$ cat config.mk
export PLATFORM = sky130hd
export DESIGN_NAME = multi_random_pulse_gen
export DESIGN_NICKNAME = d
export VERILOG_FILES = /design/src/rtl/multi_random_pulse_gen.sv
export SDC_FILE = /design/constraint.sdc
export NUM_CORES = 1
export LEC_CHECK = 0
export ABC_AREA = 1
export CORE_ASPECT_RATIO = 1.1
export CORE_MARGIN = 10
export CORE_UTILIZATION = 30
export DETAILED_ROUTE_END_ITERATION = 6
export DONT_BUFFER_PORTS = 1
export PLACE_DENSITY = 0.5
export SYNTH_ARGS = -nofsm -noshare
export SYNTH_HDL_FRONTEND = slang
export SYNTH_SLANG_ARGS = --single-unit
export TNS_END_PERCENT = 1
$ cat constraint.sdc
create_clock -name clk_sys_i -period 5.2 [get_ports clk_sys_i]
set_clock_uncertainty 0.1 [all_clocks]
set_input_delay 0.52 -clock clk_sys_i [delete_from_list [all_inputs] [get_ports clk_sys_i]]
set_output_delay 0.52 -clock clk_sys_i [all_outputs]
set_load 0.01 [all_outputs]
$ cat src/rtl/multi_random_pulse_gen.sv
// Multi-channel burst pulse generator with LFSR-randomised spacing between bursts.
// Each channel runs its own IDLE/PULSE/GAP/WAIT machine on a config snapshot taken at burst start.
module multi_random_pulse_gen #(
    parameter int unsigned g_num_channels = 4,
    parameter int unsigned g_cnt_width    = 16,
    parameter logic [31:0] g_seed         = 32'h1
) (
    input  logic                      clk_sys_i,
    input  logic                      rst_n_i,
    input  logic [g_num_channels-1:0] enable_i,
    input  logic [g_cnt_width-1:0]    pulse_width_i,
    input  logic [g_cnt_width-1:0]    min_spacing_i,
    input  logic [4:0]                rand_range_log2_i,
    input  logic [7:0]                repetition_i,
    input  logic [g_cnt_width-1:0]    burst_spacing_i,
    output logic [g_num_channels-1:0] pulse_o,
    output logic [g_num_channels-1:0] burst_done_p1_o,
    output logic [g_num_channels-1:0] busy_o
);

    typedef enum logic [1:0] {StIdle, StPulse, StGap, StWait} state_e;

    localparam logic [31:0]            LfsrTaps = 32'h80200003;
    localparam logic [g_cnt_width-1:0] One      = g_cnt_width'(1);

    function automatic logic [31:0] seed_for(int unsigned idx);
        logic [31:0] s;
        s = g_seed ^ (idx * 32'h9E3779B9);
        return (s == 32'h0) ? 32'h1 : s;
    endfunction

    for (genvar c = 0; c < g_num_channels; c++) begin : g_chan
        localparam logic [31:0] Seed = seed_for(c);

        state_e                 state_q, state_d;
        logic [g_cnt_width-1:0] cnt_q, cnt_d;
        logic [g_cnt_width-1:0] width_q, width_d;
        logic [g_cnt_width-1:0] gap_q, gap_d;
        logic [g_cnt_width-1:0] min_q, min_d;
        logic [4:0]             k_q, k_d;
        logic [7:0]             rep_q, rep_d;
        logic [31:0]            lfsr_q, lfsr_d;
        logic                   pulse_q, pulse_d;
        logic                   done_q, done_d;
        logic [g_cnt_width-1:0] rand_mask, wait_len;
        logic [g_cnt_width:0]   wait_sum;
        logic                   start;

        always_comb begin
            rand_mask = '1;
            if (32'(k_q) < g_cnt_width) begin
                rand_mask = (One << k_q) - One;
            end
            wait_sum = {1'b0, min_q} + {1'b0, lfsr_q[g_cnt_width-1:0] & rand_mask};
            wait_len = wait_sum[g_cnt_width] ? '1 : wait_sum[g_cnt_width-1:0];
        end

        always_comb begin
            state_d = state_q;
            cnt_d   = cnt_q;
            width_d = width_q;
            gap_d   = gap_q;
            min_d   = min_q;
            k_d     = k_q;
            rep_d   = rep_q;
            pulse_d = 1'b0;
            done_d  = 1'b0;
            start   = 1'b0;
            lfsr_d  = {1'b0, lfsr_q[31:1]} ^ (lfsr_q[0] ? LfsrTaps : 32'h0);

            // Counters hold (length - 1); zero-length settings collapse to one cycle.
            unique case (state_q)
                StIdle: begin
                    start = enable_i[c];
                end
                StPulse: begin
                    if (cnt_q != '0) begin
                        cnt_d   = cnt_q - One;
                        pulse_d = 1'b1;
                    end else if (rep_q > 8'd1) begin
                        rep_d   = rep_q - 8'd1;
                        state_d = StGap;
                        cnt_d   = (gap_q == '0) ? '0 : gap_q - One;
                    end else begin
                        state_d = StWait;
                        done_d  = 1'b1;
                        cnt_d   = (wait_len == '0) ? '0 : wait_len - One;
                    end
                end
                StGap: begin
                    if (cnt_q != '0) begin
                        cnt_d = cnt_q - One;
                    end else begin
                        state_d = StPulse;
                        pulse_d = 1'b1;
                        cnt_d   = (width_q == '0) ? '0 : width_q - One;
                    end
                end
                StWait: begin
                    if (cnt_q != '0) begin
                        cnt_d = cnt_q - One;
                    end else if (enable_i[c]) begin
                        start = 1'b1;
                    end else begin
                        state_d = StIdle;
                    end
                end
                default: state_d = StIdle;
            endcase

            if (start) begin
                width_d = pulse_width_i;
                gap_d   = burst_spacing_i;
                min_d   = min_spacing_i;
                k_d     = rand_range_log2_i;
                rep_d   = (repetition_i == 8'd0) ? 8'd1 : repetition_i;
                cnt_d   = (pulse_width_i == '0) ? '0 : pulse_width_i - One;
                state_d = StPulse;
                pulse_d = 1'b1;
            end

            // Losing enable aborts silently from any state.
            if (!enable_i[c]) begin
                state_d = StIdle;
                cnt_d   = '0;
                pulse_d = 1'b0;
                done_d  = 1'b0;
            end
        end

        always_ff @(posedge clk_sys_i or negedge rst_n_i) begin
            if (!rst_n_i) begin
                state_q <= StIdle;
                cnt_q   <= '0;
                width_q <= '0;
                gap_q   <= '0;
                min_q   <= '0;
                k_q     <= '0;
                rep_q   <= '0;
                lfsr_q  <= Seed;
                pulse_q <= 1'b0;
                done_q  <= 1'b0;
            end else begin
                state_q <= state_d;
                cnt_q   <= cnt_d;
                width_q <= width_d;
                gap_q   <= gap_d;
                min_q   <= min_d;
                k_q     <= k_d;
                rep_q   <= rep_d;
                lfsr_q  <= lfsr_d;
                pulse_q <= pulse_d;
                done_q  <= done_d;
            end
        end

        assign pulse_o[c]         = pulse_q;
        assign burst_done_p1_o[c] = done_q;
        assign busy_o[c]          = (state_q != StIdle);
    end

endmodule

## Yosys cells after proc, flatten, opt, wreduce, memory -nomap -nowiden

Index checks and enable logic that the tools add are counted.

| operators by class | value |
|---|---|
| add/sub/neg operators | 29 |
| $lt $le $gt $ge | 8 |
| eq/ne operators | 36 |
| shift operators | 4 |
| multiplexer cells | 142 |
| bitwise gates (word level) | 8 |
| reduce and logical (&&, ||, !) cells | 46 |

Operator list:

| kind | count |
|---|---|
| $mux 16 | 45 |
| $sub 16x1->16 const B | 21 |
| $logic_not 16->1 | 13 |
| $pmux 16 s3 | 4 |
| $mux 8 | 17 |
| $mux 32 | 4 |
| $xor 31x32->32 | 4 |
| $add 16x16->17 | 4 |
| $and 16x16->16 | 4 |
| $reduce_bool 16->1 | 4 |
| $shl 1x5->16 const A | 4 |
| $ne 4x4->1 const B | 12 |
| $mux 1 | 44 |
| $gt 8x1->1 const B | 4 |
| $mux 2 | 16 |
| $sub 8x1->8 const B | 4 |
| $reduce_and 3->1 | 8 |
| $reduce_bool 2->1 | 12 |
| $lt 5x5->1 const B | 4 |
| $ne 5x1->1 const B | 4 |
| $eq 2x2->1 const B | 8 |
| $ne 4x1->1 const B | 4 |
| $pmux 1 s2 | 8 |
| $pmux 2 s2 | 4 |
| other kinds (5) | 17 |

| word-level totals | value |
|---|---|
| flip-flop bits (word level) | 452 |
| input port bits | 67 |
| output and inout bits | 12 |
| word-level logic and storage cells | 313 |

## Longest topological paths before layout

Gate-level depths: netlist (run 1).

| depth | value |
|---|---|
| depth after elaboration | 13 |
| depth in mapped cells | 39 |
| depth with buffers taken out | 38 |

## Worst setup path before layout (run 1)

No wires, ideal clock.

| timing path | value |
|---|---|
| path kind | flip-flop to flip-flop |
| start | register g_chan[3].k_q[4] |
| end | register g_chan[3].cnt_q[8] |
| setup time | 0.116 ns |
| arrival | 4.394 ns |
| data required time | 4.984 ns |
| slack | 0.590 ns |
| cell stages (with the launch flop) | 37 |
| buffers on the path | 2 |
| period minus slack after synthesis | 4.610 ns |
| cells stage by stage | dfrtp_1 -> buf_2 -> nor2_1 -> inv_1 -> nor2_1 -> nand2_1 -> ha_1 -> nand2_1 -> a211oi_1 -> o211ai_1 -> nor2_1 -> o2111ai_1 -> o21ai_0 -> a31oi_1 -> ha_1 -> nand2_1 -> inv_1 -> a21oi_1 -> nand2_1 -> inv_1 -> nand2_2 -> nor2_1 -> ha_1 -> inv_1 -> nor2_1 -> nand3_1 -> nor2_4 -> nand2_2 -> nor2_4 -> nand3_4 -> nand2_4 -> buf_6 -> nor2_2 -> o21ai_2 -> nand2_1 -> nand2_1 -> nand2_1 |

| between the ends | value |
|---|---|
| longest elaborated chain between the ends | 13 |
| elaborated cells between the ends (all ways) | 15 |
| those cells by class | 3 x add/sub; 1 x order compare; 1 x shift; 8 x mux; 1 x bitwise; 1 x reduce/logical |

Ends and longest elaborated chain:

| item | RTL line | text |
|---|---|---|
| start, declared | 40 | `logic [4:0] k_q, k_d;` |
| start signal, assigned | 149 | `k_q <= k_d;` |
| $shl 1x5->16 | 52 | `rand_mask = (One << k_q) - One;` |
| $sub 16x1->16 | 52 |  |
| $mux 16 (*) | 51 | `if (32'(k_q) < g_cnt_width) begin` |
| $and 16x16->16 (*) | 54 | `wait_sum = {1'b0, min_q} + {1'b0, lfsr_q[g_cnt_width-1:0] & rand_mask};` |
| $add 16x16->17 (*) | 54 |  |
| $mux 16 (*) | 55 | `wait_len = wait_sum[g_cnt_width] ? '1 : wait_sum[g_cnt_width-1:0];` |
| $sub 16x1->16 or $logic_not 16->1 (tied branches) | 87 | `cnt_d = (wait_len == '0) ? '0 : wait_len - One;` |
| $mux 16 (*) | 87 |  |
| $mux 16 (*) | 80 | `end else if (rep_q > 8'd1) begin` |
| $mux 16 (*) | 77 | `if (cnt_q != '0) begin` |
| $pmux 16 s3 (*) | 72 | `unique case (state_q)` |
| $mux 16 (*) | 111 | `if (start) begin` |
| $mux 16 (*) | 123 | `if (!enable_i[c]) begin` |
| end signal, assigned | 145 | `cnt_q <= cnt_d;` |
| end, declared | 36 | `logic [g_cnt_width-1:0] cnt_q, cnt_d;` |

Every way passes the cells marked *; elsewhere a longest branch is shown, timed or not.
A chain may end at the register's enable or synchronous reset.

## Worst setup path after layout (run 1)

| timing path | value |
|---|---|
| start | register g_chan[3].k_q[4] |
| end | register g_chan[3].cnt_q[4] |

Same word-level chain as after synthesis.

==> results summary, run 1 <==
For this run, the leading register cell type out of synthesis is dfrtp_1. The fraction of met3 tracks used by global routing is 0.0243. The instance area at placement came out at between 30,000 and 40,000 sq um. Entering global routing, the biggest net connects 453 pins.

The average footprint of a synthesized cell came out at 6.79 sq um. Setup repair after global routing could not meet its margin everywhere. Of the synthesized area, sequential elements account for 0.350.

The share of the clock period used by the worst path came out at 0.933. After synthesis the netlist holds a flip-flop and latch count of 452. The share of cells above drive strength 1 came out at 0.0856. The flow ran to the end, but the final reports show violations. The critical register-to-register path endpoint is g_chan[3].cnt_q[4]. The cell area after synthesis came out at 32,500 sq um. The global routing stage identified its most utilized layer as met2.

The number of buffers created by CTS came out at 57. Setup violations remaining at the end of the flow were counted as 0. The final global-route overflow total came out at 0. After floorplanning, the core was divided into 126 placement rows.

The tool flagged a number of max-cap violations equal to 0. In this run, the number of DRC markers left after iteration 0 of detailed routing was ~2.7k. At the end of routability-driven placement, the weighted congestion stood at 0.918.

The worst IR drop on VDD is 0.000250 V. The worst pin sits at a relative slew slack of -0.726. Derived from the worst setup path, the maximum achievable clock frequency is about 0.2 GHz. The checks that failed: hold timing, slew limit. In this run the count of I/O pins placed on the die edge is 79.

The worst setup path is captured at a register. The first-pass GRT wire length came out at 172,000 microns. For met2 alone, demand over resource in global routing was 0.302.

The worst path needs roughly 4.9 ns of the cycle, external delays included. The slowest cell on the critical path is dfrtp_1. The net total in the final layout came out at about 4.9k. Counting every instance in the synthesized netlist gives 4,787.

The arrival time reported for the critical path endpoint came out at approximately 5.3 ns. The number of max-slew violations in the final report came out at 390. For this run, global-route usage on met1 was measured as 0.232. In this run the remaining antenna-violating nets after routing total 0. The number of fillers in the final layout came out at approximately 12k. The path class of the tightest hold or removal check is primary input to async pin.

The final wirelength came out at 112,000 microns. The via density per instance is just under 5. The core outline area is ~110,000 sq um. The final worst hold slack came out at -0.487 ns.

In the final routed layout, each cell accounts on average for roughly 18 microns. The HPWL after detailed placement is 84,500 microns. The required time reported for the critical path endpoint is 5.66 ns. Setup slack on the worst reg-to-reg path comes out at between 0.3 and 0.4 ns. The startpoint identified for the worst register-to-register timing path is g_chan[3].k_q[4]. The proportion of synthesized flip-flops having asynchronous set or reset is 1.00. The yosys synthesis warning count is 0. Measured in cells, the most critical reg-to-reg path has a length of 34.

The number of enable flip-flop cells after synthesis is 0. The number of nets in the synthesized netlist came out at ~5.0k. The count of input and output buffers is 0. The total clock sinks is between 400 and 500. The area enclosed by the die boundary is between 100,000 and 150,000 sq um. The via count of the first global-routing pass is 28.7k.

The peak per-stage delay on the critical path came out at between 0.3 and 0.4 ns. The initial antenna violation count is 6. The total routing usage reported by global routing came out at 0.180. The startpoint type of the worst setup path is a register. The number of buffers added to fix hold violations after cts is 7. In the routed design, unresolved DRC markers number 0. Compared with the post-synthesis result, the final layout area differs by 11.2%. The effective utilization at floorplan is 0.302. The largest fanout on the critical path is 13. The number of H-tree branching levels came out at 2. The synthesized netlist contains 66 unique library cells. The routed layout has around 30k vias. The actual transition at the worst max-transition pin is 2.59 ns. The count of final hold-check violations came out at roughly 240. The finished cells cover between 30,000 and 40,000 sq um. The total iterations of the first detailed-routing run came out at 6. The kind of critical path is register to register. In this run the power density over the cells is 585 nW/um^2. The insertion delay of the later-clocked pin in the worst-skew pair came out at 0.66 ns. In this run the vertical extent of the chip is 365 microns. The die width came out at approximately 330 microns. The clock tree from TritonCTS is done. The clock-pin slew reported for the worst setup and hold paths after clock tree synthesis came out at ~0.060 ns. CTS placed an instance of clkbuf_16 at the clock tree root. In this run the deepest clock path goes through 3 buffers. The reported leakage power came out at 18.2 nW.
[synthesized netlist by cell type (14+ instances only)]
master       n  share of area
xnor2_1     56          0.015
dfstp_2     57          0.046
nor4_1      20         0.0038
nor2_1     648          0.075
a31oi_1     28         0.0054
a21oi_1    158          0.024
nand2_2     38         0.0073
xor2_1     131          0.035
nand2_1   1295           0.15
o21ai_1     88          0.014
nor2_4      14         0.0048
o21ai_0    312          0.048
or2_2       17         0.0033
inv_2       34         0.0039
o31ai_1     15         0.0035
nor2_2      40         0.0077
buf_2       41         0.0063
nand3_1    240          0.037
clkbuf_1    70         0.0081
nand4_1     43         0.0083
inv_1      626          0.072
ha_1       118          0.045
dfrtp_1    395           0.30
nor3_1      81          0.012
o211ai_1    24         0.0055
o221ai_1    19         0.0051
[final cells by class]
| cell class | count | area (sq um) | share of cell area |
|---|---|---|---|
| antenna | 2 | 5.00 | 0.000138 |
| clock buffer | 78 | 1610 | 0.0444 |
| clock inverter | 29 | 449 | 0.0124 |
| inverter | 662 | 2480 | 0.0688 |
| multi-input combinational | 3540 | 18100 | 0.502 |
| sequential | 452 | 11400 | 0.315 |
| tap | 1408 | 1760 | 0.0488 |
| timing repair buffer | 39 | 310 | 0.00859 |
[placed cells by master, fill, tap and decap left out, types with 9 or more instances in the layout]
| master | instances |
|---|---|
| nor4_1 | 20 |
| clkbuf_16 | 57 |
| bufinv_16 | 11 |
| nand3b_1 | 11 |
| nand2_1 | 1290 |
| nand3_2 | 13 |
| or2_2 | 17 |
| o31ai_1 | 15 |
| xnor2_1 | 56 |
| o22ai_1 | 12 |
| dfstp_2 | 57 |
| o21ai_1 | 89 |
| nand2_2 | 39 |
| buf_4 | 32 |
| inv_1 | 624 |
| ha_1 | 117 |
| xor2_1 | 131 |
| nor3_1 | 74 |
| nor2_1 | 636 |
| inv_2 | 36 |
| a21oi_1 | 158 |
| nor3_2 | 13 |
| clkbuf_1 | 11 |
| dfrtp_1 | 392 |
| nand2_4 | 9 |
| o21ai_0 | 311 |
| nand3_1 | 239 |
| nor2_4 | 17 |
| nor2_2 | 49 |
| nand4_1 | 43 |
| o21bai_1 | 10 |
| a31oi_1 | 28 |
| o221ai_1 | 19 |
| o211ai_1 | 24 |
| clkinv_2 | 13 |
| clkbuf_8 | 10 |
[logic make-up after synthesis]
group | Yosys count | share of synthesized area
flip-flops | 452 | 0.350
XOR/XNOR | 187 | 0.0504
adder cells (fa/ha/maj) | 122 | 0.0479
buffers and inverters | 796 | 0.0970
AO/OA/AOI/OAI | 716 | 0.124
AND/OR/NAND/NOR | 2514 | 0.331
[what timing repair did]
item,4_1_cts,5_1_grt
endpoints found under the setup margin,0,64
buffers inserted,0,2
hold endpoints to repair,470,407
gates resized for setup,0,33
[through the flow]
stage | instances | power (mW) | setup WS (ns) | TNS [ns] | utilization
3_5_place_dp | 6091 | 16.5 | 0.165 | 0 | 0.315
6_report | 6210 | 21.1 | 0.346 | 0 | 0.336
5_1_grt | 6210 | 23.1 | -0.0598 | -0.154 | 0.336
3_3_place_gp | 6091 | 16.6 | 0.272 | 0 | 0.315
4_1_cts | 6205 | 21.1 | 0.144 | 0 | 0.335
2_1_floorplan | 4787 | 13.7 | 0.590 | 0 | -
[how the worst max path moves through the flow]
stage / start / to / slack [ns] / cells after the start
floorplan: g_chan[3].k_q[4] / g_chan[3].cnt_q[8] / 0.59 / 36
global placement: g_chan[3].k_q[2] / g_chan[3].cnt_q[4] / 0.27 / 32
detailed placement: g_chan[3].k_q[2] / g_chan[3].cnt_q[4] / 0.17 / 32
CTS: g_chan[3].k_q[3] / g_chan[3].cnt_q[4] / 0.14 / 34
global route: g_chan[3].k_q[3] / g_chan[3].cnt_q[4] / -0.06 / 34
finish: g_chan[3].k_q[4] / g_chan[3].cnt_q[4] / 0.35 / 34
[metal layers]
layer | share of wire | vias up
met2 | 0.46 | 662
met4 | 0.042 | 0
met3 | 0.048 | 175
li1 | - | 15191
met5 | 0 | -
met1 | 0.44 | 13970
[sequential cells by signal (all words and copies together) (netlist names)]
signal	count
g_chan.cnt_q	64
g_chan.done_q	4
g_chan.gap_q	64
g_chan.k_q	20
g_chan.lfsr_q	128
g_chan.min_q	64
g_chan.pulse_q	4
g_chan.rep_q	32
g_chan.state_q	8
g_chan.width_q	64
[worst max-delay path: cells and delay by family (launching register included)]
| kind | cells | cell delay [ns] |
|---|---|---|
| fa+ha+maj | 2 | 0.51 |
| compound gates | 7 | 0.89 |
| simple gates | 19 | 2.32 |
| buf+inv | 6 | 0.55 |
| flops | 1 | 0.38 |
[power breakdown]
part	switching (mW)	total, mW	internal, mW
Sequential	1.34	6.02	4.68
Clock	1.70	4.41	2.70
Combinational	7.10	10.7	3.60
Total	10.1	21.1	11.0
(Power assumes the default switching activity.)
==> inputs of run 2 (changes only) <==
- CELL_PAD_IN_SITES_DETAIL_PLACEMENT: default -> 1
- CELL_PAD_IN_SITES_GLOBAL_PLACEMENT: default -> 1
- PLACE_DENSITY: 0.5 -> 0.62
- REMOVE_ABC_BUFFERS: default -> 1
==> results summary, run 2 (synthesis results as in run 1) <==
The flow ran to the end, but the final reports show violations. The checks that failed: hold timing, slew limit. The sequential cell area in the final layout is around 11,000 sq um. The setup TNS came out at 0 ns.

The count of final hold-check violations came out at ~300. The post-layout instance area is 36,300 sq um. The arrival time reported for the critical path endpoint came out at ~5.3 ns. The instance area at placement came out at around 34,000 sq um. The DRC violation count after routing is 0. The power per unit of standard cell area is 590 nW/um^2. The largest fanout on the critical path is 10. The die is between 300 and 400 microns wide. The number of buffers created by CTS is 58. The final global-route overflow total is 0. The area added between synthesis and finish is 11.7%. The worst pin sits at a relative slew slack of -0.809. The number of buffers added to fix hold violations after cts is 10. The number of antenna-violating nets in the routed design came out at 0. Routability-driven placement finished with a final weighted congestion of 0.862. The register with the most flip-flops in the layout has approximately 130 of them. The achievable frequency came out at between 0.2 and 0.25 GHz. Of the available clock period, the critical path in the final layout requires 0.917.

The final total power is roughly 21 mW. The tree built by TritonCTS fans out to ~450 sinks. The net count of the finished layout is between 4k and 5k. The number of fillers in the final layout is roughly 14k.

The worst setup path is of the register to register kind. Wires add up to approximately 120,000 microns. The y dimension of the die is about 370 microns. The number of H-tree branching levels came out at 2. The worst IR drop on VDD is around 0.00032 V. The clock-pin slew reported for the worst setup and hold paths after clock tree synthesis is ~0.060 ns. Setup repair after global routing left no endpoint under its margin. The number of max-slew violations in the final report is 308.

The area enclosed by the die boundary is around 120,000 sq um. The most common library cell in the layout ignoring fill and taps is nand2_1. The post-layout utilization of the core is 0.338. The first detailed-routing pass took 5 iterations. The I/O pin count is 79.

Dividing the detail-routed via count by the number of cells gives 4.86. The required time reported for the critical path endpoint came out at approximately 5.7 ns. The setup-violating endpoint count in the final report came out at 0. The worst setup path is launched from a register. The largest net degree at the start of global routing came out at approximately 450. Max-cap violations in this run came to 0. The initial antenna violation count is 21. The initial detailed-routing violation count is 1,556. The sort of element at the end of the critical path is a register.

The cell type with the highest occurrence count on the critical path is nand2_1. Clock tree synthesis selected as its root buffer the cell clkbuf_16. In the layout the commonest cells are nand2_1, nor2_1, inv_1, dfrtp_1, o21ai_0.

The final route contains between 30k and 40k vias. The reported leakage power came out at about 18 nW. The initial utilization of the core area, before any placement, comes to 0.302.

The detailed placer's ending HPWL came out at between 90,000 and 100,000 microns. Across every metal layer, demand over resource in global routing totals 0.191. The minimum clock period after layout came out at 4.77 ns. Final hold analysis gives a worst-case slack of -0.516 ns. The register with the most flip-flops in the final layout is g_chan.lfsr_q. The worst min-delay path category is primary input to async pin. The first-pass GRT wire length came out at roughly 180,000 microns.

The via count of the first global-routing pass is 30.7k. For the pin with the worst max-slew slack, the measured transition is about 2.7 ns. The area taken by multi-input logic gates is around 18,000 sq um. Buffers placed on the I/O ports in this run total 0. The insertion delay of the later-clocked pin in the worst-skew pair is roughly 0.7 ns.

The row count came out at roughly 130. The core outline area is 108,000 sq um. The clock tree from TritonCTS is done. The buffer depth of the longest clock path is 3. The peak per-stage delay on the critical path came out at roughly 0.48 ns. The slowest stage of the critical path belongs to the cell or3b_2. The share of cells above drive strength 1 came out at 0.0894. The mean routed wirelength per cell came out at 18.9 microns.
## run 2: final timing paths
check | startpoint | endpoint | slack, ns | cells past startpoint
hold / removal | rst_n_i | g_chan[1].lfsr_q[29] | -0.52 | 0
min in group clk_sys_i | burst_spacing_i[1] | g_chan[2].gap_q[1] | 0.03 | 2
setup reg to reg | g_chan[2].k_q[3] | g_chan[2].cnt_q[4] | 0.43 | 33
max in group asynchronous | rst_n_i | g_chan[1].state_q[1] | 3.43 | 0
setup / recovery | g_chan[2].k_q[3] | g_chan[2].cnt_q[4] | 0.43 | 33
hold reg to reg | g_chan[2].lfsr_q[6] | g_chan[2].lfsr_q[5] | 0.21 | 0
## run 2: stage by stage
stage	cells	hold WS (ns)	setup slack, ns
global placement	6097	0.186	0.0847
finish	6220	-0.516	0.431
global route	6217	-0.558	0.00713
CTS	6214	-0.584	0.0663
floorplan	4653	0.124	-0.485
detailed placement	6097	0.186	0.00488
## run 2: per-layer routing
layer	vias to the layer above	share of wire	GRT usage
met5	-	0.0018	0
met4	34	0.024	0.0510
li1	15210	-	-
met3	141	0.050	0.0361
met2	422	0.46	0.315
met1	14453	0.47	0.253
## run 2: power by group
group / internal, mW / switching, mW
Clock: 2.66 / 1.83
Sequential: 4.68 / 1.31
Combinational: 3.62 / 7.30
Total: 11.0 / 10.4
## run 2: layout make-up
| type | count | area share |
|---|---|---|
| Multi-Input combinational cell | 3540 | 0.500 |
| Sequential cell | 452 | 0.314 |
| Inverter | 662 | 0.0684 |
| Tap cell | 1408 | 0.0485 |
| Clock buffer | 73 | 0.0443 |
| Clock inverter | 34 | 0.0141 |
| Timing Repair Buffer | 47 | 0.0104 |
| Antenna cell | 4 | 0.000276 |
## run 2: what timing repair did
action                                  CTS  global route
endpoints found under the hold margin   479           441
endpoints found under the setup margin    0            64
gates resized for setup                   0            46
setup buffers                             0             1
## run 2: worst max-delay path, delay by kind of cell (launching register included)
kind	cells	cell delay (ns)
AOI/OAI and AO/OA	2	0.36
DFF	1	0.39
buffers and inverters	5	0.35
and+or+nand+nor	23	2.79
adders and majority gates	3	0.72
